<file path="src/rtl/beagleg_pkg.sv">
// beagleg_pkg: shared types and record layout for the BeagleG motion backend.
//   - Field offsets/widths of the 16-byte motion-segment record.
//   - segment_t: unpacked view of one record (loops, period, dir, inc[4]).
//   - seq_state_t: segment sequencer states.
//   - unpack_record / clamp_period helpers.
package beagleg_pkg;

  localparam int MAX_AXES    = 4;
  localparam int RECORD_BITS = 128;

  localparam int LOOPS_LSB  = 96;
  localparam int LOOPS_W    = 32;
  localparam int PERIOD_LSB = 80;
  localparam int PERIOD_W   = 16;
  localparam int DIR_LSB    = 64;
  localparam int DIR_W      = 4;
  localparam int INC_W      = 16;

  typedef enum logic [1:0] {
    IDLE    = 2'd0,
    FETCH   = 2'd1,
    RUN     = 2'd2,
    DISCARD = 2'd3
  } seq_state_t;

  typedef struct packed {
    logic [LOOPS_W-1:0]                loops;
    logic [PERIOD_W-1:0]               period;
    logic [DIR_W-1:0]                  dir;
    logic [MAX_AXES-1:0][INC_W-1:0]    inc;
  } segment_t;

  // Split a raw record into its fields; bits [79:68] carry nothing.
  function automatic segment_t unpack_record(input logic [RECORD_BITS-1:0] rec);
    segment_t seg;
    seg.loops  = rec[LOOPS_LSB +: LOOPS_W];
    seg.period = rec[PERIOD_LSB +: PERIOD_W];
    seg.dir    = rec[DIR_LSB +: DIR_W];
    for (int a = 0; a < MAX_AXES; a++) begin
      seg.inc[a] = rec[INC_W*a +: INC_W];
    end
    return seg;
  endfunction

  // A tick must leave room for a full pulse plus an equally long gap.
  function automatic logic [PERIOD_W-1:0] clamp_period(input logic [PERIOD_W-1:0] period,
                                                       input logic [PERIOD_W-1:0] min_period);
    logic [PERIOD_W-1:0] eff;
    if (period < min_period) begin
      eff = min_period;
    end else begin
      eff = period;
    end
    return eff;
  endfunction

endpackage

</file>
<file path="src/rtl/segment_sequencer_step_axis.sv">
// step_axis: one DDA axis of the segment sequencer.
//   clk, rst   : clock, asynchronous active-low reset
//   tick       : add inc into the accumulator this cycle
//   clear      : synchronous clear of accumulator and pulse (abort)
//   inc [16]   : per-tick increment
//   step       : pulse, high STEP_PULSE_CLKS cycles starting after a carry tick
module step_axis
  import beagleg_pkg::*;
#(
  parameter int STEP_PULSE_CLKS = 4
) (
  input  logic             clk,
  input  logic             rst,
  input  logic             tick,
  input  logic             clear,
  input  logic [INC_W-1:0] inc,
  output logic             step
);

  localparam int PW = $clog2(STEP_PULSE_CLKS + 1);
  localparam logic [PW-1:0] PULSE_LEN = PW'(STEP_PULSE_CLKS);

  logic [INC_W-1:0] acc_r;
  logic [PW-1:0]    pulse_cnt_r;
  logic             step_r;
  logic [INC_W:0]   sum_s;

  // The 17th bit of the sum is the carry that emits a step.
  assign sum_s = {1'b0, acc_r} + {1'b0, inc};

  // Accumulator and pulse stretcher; clear wins over a tick.
  always_ff @(posedge clk or negedge rst) begin
    if (!rst) begin
      acc_r       <= {INC_W{1'b0}};
      pulse_cnt_r <= {PW{1'b0}};
      step_r      <= 1'b0;
    end else if (clear) begin
      acc_r       <= {INC_W{1'b0}};
      pulse_cnt_r <= {PW{1'b0}};
      step_r      <= 1'b0;
    end else begin
      if (tick) begin
        acc_r <= sum_s[INC_W-1:0];
      end
      if (tick && sum_s[INC_W]) begin
        pulse_cnt_r <= PULSE_LEN;
        step_r      <= 1'b1;
      end else if (pulse_cnt_r != {PW{1'b0}}) begin
        pulse_cnt_r <= pulse_cnt_r - PW'(1);
        step_r      <= (pulse_cnt_r > PW'(1));
      end
    end
  end

  assign step = step_r;

endmodule

</file>
<file path="src/rtl/segment_sequencer.sv">
// segment_sequencer: pulls motion-segment records from the record FIFO and
// turns them into step/dir signals.
//   clk, rst            : clock, asynchronous active-low reset
//   enable              : allow fetching new segments
//   abort               : synchronous stop (one cycle suffices)
//   fifo_available      : FIFO holds at least one record
//   fifo_request        : one-cycle pull request to the FIFO
//   fifo_record_ready   : fifo_record valid this cycle
//   fifo_record         : loops[127:96] period[95:80] dir[67:64] inc[a]=[16a+15:16a]
//   step, dir [AXES]    : stepper pulses and direction levels
//   busy                : sequencer not idle
//   segments_done [16]  : completed-segment count, wrapping
module segment_sequencer
  import beagleg_pkg::*;
#(
  parameter int RECORD_SIZE_BYTES = 16,
  parameter int AXES              = 4,
  parameter int STEP_PULSE_CLKS   = 4
) (
  input  logic                           clk,
  input  logic                           rst,
  input  logic                           enable,
  input  logic                           abort,
  input  logic                           fifo_available,
  output logic                           fifo_request,
  input  logic                           fifo_record_ready,
  input  logic [RECORD_SIZE_BYTES*8-1:0] fifo_record,
  output logic [AXES-1:0]                step,
  output logic [AXES-1:0]                dir,
  output logic                           busy,
  output logic [15:0]                    segments_done
);

  localparam logic [PERIOD_W-1:0] MIN_PERIOD = PERIOD_W'(2 * STEP_PULSE_CLKS);

  seq_state_t                     state_r, state_next_s;
  segment_t                       seg_s;
  logic [PERIOD_W-1:0]            eff_period_s;
  logic [LOOPS_W-1:0]             loops_r;
  logic [PERIOD_W-1:0]            period_r;
  logic [PERIOD_W-1:0]            cnt_r;
  logic [MAX_AXES-1:0][INC_W-1:0] inc_r;
  logic [AXES-1:0]                dir_r;
  logic [AXES-1:0]                step_s;
  logic                           fifo_request_r;
  logic                           busy_r;
  logic [15:0]                    segments_done_r;
  logic                           request_s, latch_s, count_s, tick_s, clear_s, done_s;
  logic                           unused_record;

  assign seg_s         = unpack_record(fifo_record[RECORD_BITS-1:0]);
  assign eff_period_s  = clamp_period(seg_s.period, MIN_PERIOD);
  assign unused_record = ^fifo_record;

  // State register.
  always_ff @(posedge clk or negedge rst) begin
    if (!rst) begin
      state_r <= IDLE;
    end else begin
      state_r <= state_next_s;
    end
  end

  // Next-state and per-cycle control strobes.
  always_comb begin
    state_next_s = state_r;
    request_s    = 1'b0;
    latch_s      = 1'b0;
    count_s      = 1'b0;
    tick_s       = 1'b0;
    clear_s      = 1'b0;
    done_s       = 1'b0;
    case (state_r)
      IDLE: begin
        if (abort) begin
          clear_s = 1'b1;
        end else if (enable && fifo_available) begin
          request_s    = 1'b1;
          state_next_s = FETCH;
        end else begin
          state_next_s = IDLE;
        end
      end
      FETCH: begin
        if (abort) begin
          // A record already on the bus is consumed here, otherwise drained later.
          clear_s = 1'b1;
          if (fifo_record_ready) begin
            state_next_s = IDLE;
          end else begin
            state_next_s = DISCARD;
          end
        end else if (fifo_record_ready) begin
          latch_s = 1'b1;
          if (seg_s.loops == 32'd0) begin
            done_s       = 1'b1;
            state_next_s = IDLE;
          end else begin
            state_next_s = RUN;
          end
        end else begin
          state_next_s = FETCH;
        end
      end
      RUN: begin
        if (abort) begin
          clear_s      = 1'b1;
          state_next_s = IDLE;
        end else if (loops_r != 32'd0) begin
          count_s = 1'b1;
          if (cnt_r == 16'd1) begin
            tick_s = 1'b1;
          end else begin
            tick_s = 1'b0;
          end
        end else if (step_s == {AXES{1'b0}}) begin
          // Last tick done; finish only once every pulse has ended.
          done_s       = 1'b1;
          state_next_s = IDLE;
        end else begin
          state_next_s = RUN;
        end
      end
      DISCARD: begin
        if (fifo_record_ready) begin
          state_next_s = IDLE;
        end else begin
          state_next_s = DISCARD;
        end
      end
      default: begin
        state_next_s = IDLE;
      end
    endcase
  end

  // Segment registers: latch on fetch, then period and loop counting.
  always_ff @(posedge clk or negedge rst) begin
    if (!rst) begin
      loops_r  <= 32'd0;
      period_r <= 16'd0;
      cnt_r    <= 16'd0;
      inc_r    <= {(MAX_AXES*INC_W){1'b0}};
      dir_r    <= {AXES{1'b0}};
    end else if (latch_s) begin
      loops_r  <= seg_s.loops;
      period_r <= eff_period_s;
      cnt_r    <= eff_period_s;
      inc_r    <= seg_s.inc;
      dir_r    <= seg_s.dir[AXES-1:0];
    end else if (count_s) begin
      if (tick_s) begin
        cnt_r   <= period_r;
        loops_r <= loops_r - 32'd1;
      end else begin
        cnt_r <= cnt_r - 16'd1;
      end
    end
  end

  // Registered handshake and status outputs.
  always_ff @(posedge clk or negedge rst) begin
    if (!rst) begin
      fifo_request_r  <= 1'b0;
      busy_r          <= 1'b0;
      segments_done_r <= 16'd0;
    end else begin
      fifo_request_r <= request_s;
      busy_r         <= (state_next_s != IDLE);
      if (done_s) begin
        segments_done_r <= segments_done_r + 16'd1;
      end
    end
  end

  for (genvar g = 0; g < AXES; g++) begin : g_axis
    step_axis #(
      .STEP_PULSE_CLKS(STEP_PULSE_CLKS)
    ) u_axis (
      .clk  (clk),
      .rst  (rst),
      .tick (tick_s),
      .clear(clear_s),
      .inc  (inc_r[g]),
      .step (step_s[g])
    );
  end

  assign fifo_request  = fifo_request_r;
  assign step          = step_s;
  assign dir           = dir_r;
  assign busy          = busy_r;
  assign segments_done = segments_done_r;

endmodule

</file>
<file path="config.mk">
export PLATFORM = sky130hd
export DESIGN_NAME = segment_sequencer
export DESIGN_NICKNAME = d
export VERILOG_FILES = /design/src/rtl/beagleg_pkg.sv /design/src/rtl/segment_sequencer_step_axis.sv /design/src/rtl/segment_sequencer.sv
export SDC_FILE = /design/constraint.sdc
export NUM_CORES = 1
export LEC_CHECK = 0
export CORE_UTILIZATION = 47
export CTS_BUF_LIST = sky130_fd_sc_hd__clkbuf_4 sky130_fd_sc_hd__clkbuf_8 sky130_fd_sc_hd__clkbuf_16
export DETAILED_ROUTE_END_ITERATION = 10
export HOLD_SLACK_MARGIN = 0.02
export PLACE_DENSITY = 0.69
export SYNTH_ARGS = -nofsm -noshare
export SYNTH_HDL_FRONTEND = slang
export SYNTH_SLANG_ARGS = --single-unit
</file>
<file path="constraint.sdc">
create_clock -name clk -period 5.16 [get_ports clk]
set_input_delay 1.29 -clock clk [delete_from_list [all_inputs] [get_ports clk]]
set_output_delay 1.29 -clock clk [all_outputs]
set_load 0.03 [all_outputs]
</file>
# --- Word level (Yosys, flattened, before mapping) ---
# Index checks and enable logic that the tools add are counted.
word_totals:
  reg_bits: 232
  in_bits: 134
  output_inout_bits: 26
  wordCells: 138
op_classes:
  addsub: 11
  order_cmp: 5
  n_eq_ne: 4
  n_mux: 71
  reduce_logical: 23
ops:
  columns: ["cell", "count"]
  rows:
  - ["16-bit 2-to-1 mux", 12]
  - ["32-bit 2-to-1 mux", 3]
  - ["16-bit by 16-bit adder with 17-bit output", 4]
  - ["3-bit 2-to-1 mux", 12]
  - ["1-bit 2-to-1 mux", 34]
  - ["32-bit logical NOT", 1]
  - ["32-bit nonzero test", 1]
  - ["32-bit by 1-bit subtractor with 32-bit output, second input constant", 1]
  - ["3-bit nonzero test", 8]
  - ["16-bit by 1-bit adder with 16-bit output, second input constant", 1]
  - ["16-bit by 1-bit equality test with 1-bit output, second input constant", 1]
  - ["16-bit by 4-bit less-than comparator with 1-bit output, second input constant", 1]
  - ["2-bit 2-to-1 mux", 8]
  - ["16-bit by 1-bit subtractor with 16-bit output, second input constant", 1]
  - ["3-bit by 1-bit > comparator with 1-bit output, second input constant", 4]
  - ["3-bit by 1-bit subtractor with 3-bit output, second input constant", 4]
  - ["2-bit one-hot mux with 4 select lines", 1]
  - ["2-bit nonzero test", 4]
  - ["1-bit logical AND", 5]
  - ["2-bit equality test, second input constant", 2]
  - ["4-bit logical NOT", 1]
  - ["3-bit OR reduction", 1]
  - ["2-bit by 1-bit equality test with 1-bit output, second input constant", 1]
  - ["2-bit logical NOT", 1]
  - ["2 further kinds", 2]

# --- Depth between registers and ports, before layout ---
logic_depth:
  word_depth: 8
  mapped_depth: 13
  mapped_depth_nobuf: 12

# --- Cells and area by module ---
# From an unflattened synthesis, not the netlist that was laid out.
hier_totals:
  hier_cells: 1615
  area_unflattened_um2: 14068.5
modules_own_cells:
  columns: ["module", "n_inst", "cells_each", "area_per_inst_um2", "seq_area_each_um2"]
  rows:
  - ["segment_sequencer", 1, 853, 7400.8, 3803.6]
  - ["step_axis at g_axis[0].u_axis ...", 3, 188, 1655.3, 500.5]
  - ["step_axis at g_axis[3].u_axis", 1, 198, 1701.6, 500.5]

# --- Worst setup path before layout ---
# No wires, ideal clock.
synth_path:
  path_type: "register to register"
  start: "register loops_r[3]"
  end: "register loops_r[25]"
  setup_ns: 0.129
  arrival_ns: 3.433
  required_ns: 5.031
  path_slack_ns: 1.598
  stages_incl_launch_ff: 11
  n_path_buf: 1
  period_less_slack_ns: 3.562
  cell_sequence: "dfrtp_1 > or4_4 > or4_4 > or2_1 > or4_4 > or3_4 > or3_1 > buf_2 > or3_1 > xor2_1 > o21ai_1"
synth_via:
  elab_chain_cells: 6
  elab_cells_between_ends: 14
  classes_between: "add/sub: 1; mux: 9; reduce/logical: 4"
synth_rtl:
  columns: ["item", "line", "text"]
  rows:
  - ["start, declared", "segment_sequencer.sv:39", "logic [LOOPS_W-1:0] loops_r;"]
  - ["start signal, assigned", "segment_sequencer.sv:146", "loops_r <= seg_s.loops;"]
  - ["start signal, assigned", "segment_sequencer.sv:154", "loops_r <= loops_r - 32'd1;"]
  - ["parallel branches: the longest is 6 deep, another holds 32-bit by 1-bit subtractor with 32-bit output", null, null]
# Several ways; the timed one is not identified. The select of a mux whose other input is x is not followed.
# A chain may end at the register's enable or synchronous reset.

# --- Final worst setup path ---
layout_path:
  start: "register loops_r[23]"
  end: "register g_axis[1].u_axis.pulse_cnt_r[2]"
layout_via:
  elab_chain_cells: 7
  elab_cells_between_ends: 8
  classes_between: "mux: 5; reduce/logical: 3"
layout_rtl:
  columns: ["item", "line", "text"]
  rows:
  - ["32-bit nonzero test (*)", "segment_sequencer.sv:109", "end else if (loops_r != 32'd0) begin"]
  - ["1-bit 2-to-1 mux (*)", "segment_sequencer.sv:109", null]
  - ["1-bit 2-to-1 mux (*)", "segment_sequencer.sv:106", "if (abort) begin"]
  - ["1-bit 2-to-1 mux (*)", "segment_sequencer.sv:73", "case (state_r)"]
  - ["1-bit logical AND (*)", "segment_sequencer_step_axis.sv:45", "if (tick && sum_s[INC_W]) begin"]
  - ["3-bit 2-to-1 mux", "segment_sequencer_step_axis.sv:45", null]
  - ["3-bit 2-to-1 mux", "segment_sequencer_step_axis.sv:37", "end else if (clear) begin"]
  - ["end signal, assigned", "segment_sequencer_step_axis.sv:35", "pulse_cnt_r <= {PW{1'b0}};"]
  - ["end signal, assigned", "segment_sequencer_step_axis.sv:39", "pulse_cnt_r <= {PW{1'b0}};"]
  - ["end signal, assigned", "segment_sequencer_step_axis.sv:49", "pulse_cnt_r <= pulse_cnt_r - PW'(1);"]
  - ["end, declared", "segment_sequencer_step_axis.sv:24", "logic [PW-1:0] pulse_cnt_r;"]
# Mark *: on every way between the ends. The rest lies on a longest branch, timed or not.

==> results.py <==
metrics = {
    "pwr": {
        "clockPowerShare_pct": 27.8,
        "p_int_mw": 4.46,
        "power.density_nw_per_um2": 435,
        "switchingPower_mw": 2.35,
        "swShare_pct": 34.5,
        "p_leak_nw": 7.18,
        "ir_drop_v": 0.000254,
        "seq_power_share_pct": 41.0,
        "power_mw": 6.81,
        "combPwrFrac_pct": 31.2,
    },
    "global_routing": {
        "grtUsageTotal_pct": 21.5,
        "grt_start_max_net_pins": 122,
        "grt_pass1_vias": 10600,
        "antenna_found_initial": 0,
        "grt_pass1_wl_um": 50900,
        "gr-total-overflow": 0,
    },
    "critical_path": {
        "path_cells": "or4_1 -> or4_1 -> or3_1 -> o21a_1 -> nand2_4 -> buf_4 -> a21oi_1 -> a41o_1 -> o21bai_1",
        "crit_family": "simple AND/OR/NAND/NOR gates",
        "cp-start-kind": "register",
        "max_stage_delay_ps": 620,
        "crit_top_cell": "or4_1",
        "cp_data_arrival_time_ps": 4220,
        "end_kind": "register",
        "cpMaxStageDelayCell": "buf_4",
        "crit_buf_inv": 1,
        "critical_path_required_ps": 5550,
        "path_class": "reg2reg",
        "crit_fanout": 84,
    },
    "floorplan": {
        "start_util_pct": 48.0,
        "die_y_um": 168,
        "io_pins": 160,
        "core-area_um2": 27000,
        "die_area_um2": 28300,
        "row_count": 60,
        "die_w_um": 168,
    },
    "clock_tree": {
        "clk_latency_ps": 540,
        "cts_inserted_buffers": 27,
        "ctsResizeCount": 0,
        "post_cts_buffers": 0,
        "cts_tree": "yes",
        "clock-sinks": 232,
        "clk_pin_slew_worst_paths_ps": 60,
        "cts_root_buffer": "clkbuf_16",
        "clock_path_buffers": 3,
        "ctsHoldBuffers": 0,
        "cts-htree-levels": 1,
    },
    "drt": {
        "first_pass_iters": 4,
        "detail_route.wl_per_cell_um": 15.3,
        "drc": 0,
        "vias": 10700,
        "drt_wl_total_um": 30000,
        "postRouteAntennaNets": 0,
        "routed_via_density": 5.47,
        "dr.first_iter.drc_count": 588,
    },
    "yosys": {
        "avgSynthCellArea_um2": 8.80,
        "syn-cell-area_um2": 13000,
        "synth_largest_area_cell": "dfrtp_1",
        "async_reset_ff_share_pct": 100,
        "yosys.area.top_type_share_pct": 44.7,
        "yosys_register_bits": 232,
        "synth_seq_area_share_pct": 44.7,
        "syn_nets": 1699,
        "synthDistinctLibCells": 61,
        "synth_ff_type": "dfrtp_1",
        "synth_warnings": 0,
        "ys_top_cells_by_area": "dfrtp_1 (45%), nand2_1 (9.5%), ha_1 (8.2%)",
        "synthesis.instances": 1476,
        "post-synth-top-count-cell": "nand2_1",
        "synth_edf_count": 0,
        "netlist_top_cells_count": "nand2_1 (328), dfrtp_1 (232), o21ai_0 (127)",
    },
    "job": {
        "maxCapViolCount": 0,
    },
    "sta": {
        "fin_crit_sh_pct": 74.2,
        "hold_viol": 0,
        "maxSlewHeadroom_pct": 37.5,
        "rsz0062_at_grt": "false",
        "drv_slew": 0,
        "clock_skew_ps": 17.1,
        "setup_tns_ps": 0,
        "timing.final.ws_setup_ps": 1330,
        "holdWs_ps": 465,
        "fmax_ghz": 0.261,
        "max_slew.worst_pin.slew_ps": 937,
        "finalSetupViolCount": 0,
        "period_needed_ps": 3830,
    },
    "place": {
        "place_area_um2": 14800,
        "placed_cells": 1910,
        "gp_congestion": 0.867,
        "post-place-ws_ps": 1100,
        "io_buffers": 147,
        "dp.final_hpwl_um": 20700,
    },
    "final_layout": {
        "area_growth_pct": 20.6,
        "diodes": 0,
        "final_util_pct": 57.9,
        "drive_gt1_share_pct": 5.01,
        "fin_cells": 1957,
        "finalInstanceArea_um2": 15700,
        "fin_nets": 1821,
    },
    "min_path": {
        "hold_class": "reg2reg",
    },
    "status": {
        "status": "completed",
    },
}
sequential cells by signal (all words and copies together), names as in the netlist:
name and flops:
busy 1, cnt_r 16, dir 4, fifo_request 1
g_axis.u_axis.acc_r 64, g_axis.u_axis.pulse_cnt_r 12, g_axis.u_axis.step 4, inc_r 64
loops_r 32, period_r 16, segments_done 16, state_r 2
worst reg2reg max path, stage by stage, from the launching register on:
cell	delay, ps
dfrtp_1	420
or4_1	610
or4_1	510
or3_1	400
o21a_1	400
nand2_4	150
buf_4	620
a21oi_1	120
a41o_1	290
o21bai_1	170
kinds of logic (layout without fill, tap and decap cells):
logic type	count (synthesis)	count (layout)	synth area share [%]
DFF	232	232	44.7
adders and majority gates	89	89	8.81
buffers and inverters	104	244	3.14
and+or+nand+nor	647	647	22.5
xor gates and xnor gates	96	96	6.48
muxes	8	8	0.626
AOI/OAI and AO/OA	300	300	13.8
layer usage:
metal / GRT usage (%) / vias up / share of wire [%]
met1: 29.5 / 5063 / 47
met2: 35.4 / 228 / 45
met4: 6.13 / 0 / 2.3
met5: 0 / - / 0
met3: 3.29 / 48 / 5.1
li1: - / 5357 / -
final timing paths:
check	start	to	slack, ps	cells past startpoint
max in group asynchronous	rst	g_axis[1].u_axis.acc_r[11]$_DFFE_PN0P_	3270	2
worst min register to register	period_r[13]$_DFFE_PN0P_	period_r[13]$_DFFE_PN0P_	460	2
worst max-delay path	loops_r[23]$_DFFE_PN0P_	g_axis[1].u_axis.pulse_cnt_r[2]$_DFFE_PN0P_	1330	9
worst max register to register	loops_r[23]$_DFFE_PN0P_	g_axis[1].u_axis.pulse_cnt_r[2]$_DFFE_PN0P_	1330	9
min in group asynchronous	rst	loops_r[26]$_DFFE_PN0P_	830	1
worst min-delay path	period_r[13]$_DFFE_PN0P_	period_r[13]$_DFFE_PN0P_	460	2
layout by cell type, fill, tap and decap left out, types with 15 or more instances in the layout:
cell / count
a21o_1: 15
a21oi_1: 64
buf_4: 15
clkbuf_16: 27
clkdlybuf4s50_1: 146
dfrtp_1: 232
ha_1: 85
inv_1: 34
nand2_1: 327
nand3_1: 90
nor2_1: 78
nor3_1: 36
nor4_1: 22
o21a_1: 19
o21ai_0: 127
or3_1: 19
xnor2_1: 55
xor2_1: 41
final cells by class:
cell class,count,area (um2)
clock buffers,41,837
inverters,34,128
well taps,341,427
clock inverters,6,57.6
fillers,2369,11400
flip-flops and latches,232,5810
multi-input cells,1140,6790
repair buffers,163,1610
power groups by stage:
stage                     registers [mW]  clock network (mW)  logic, mW
after floorplan                     2.72                   0       1.58
after global placement              2.80                   0       2.05
after detailed placement            2.81                   0       2.13
after CTS                           2.79                1.94       2.15
after global routing                2.86                2.01       2.44
final                               2.79                1.90       2.12
No activity file was read; power rests on OpenSTA's default activity.
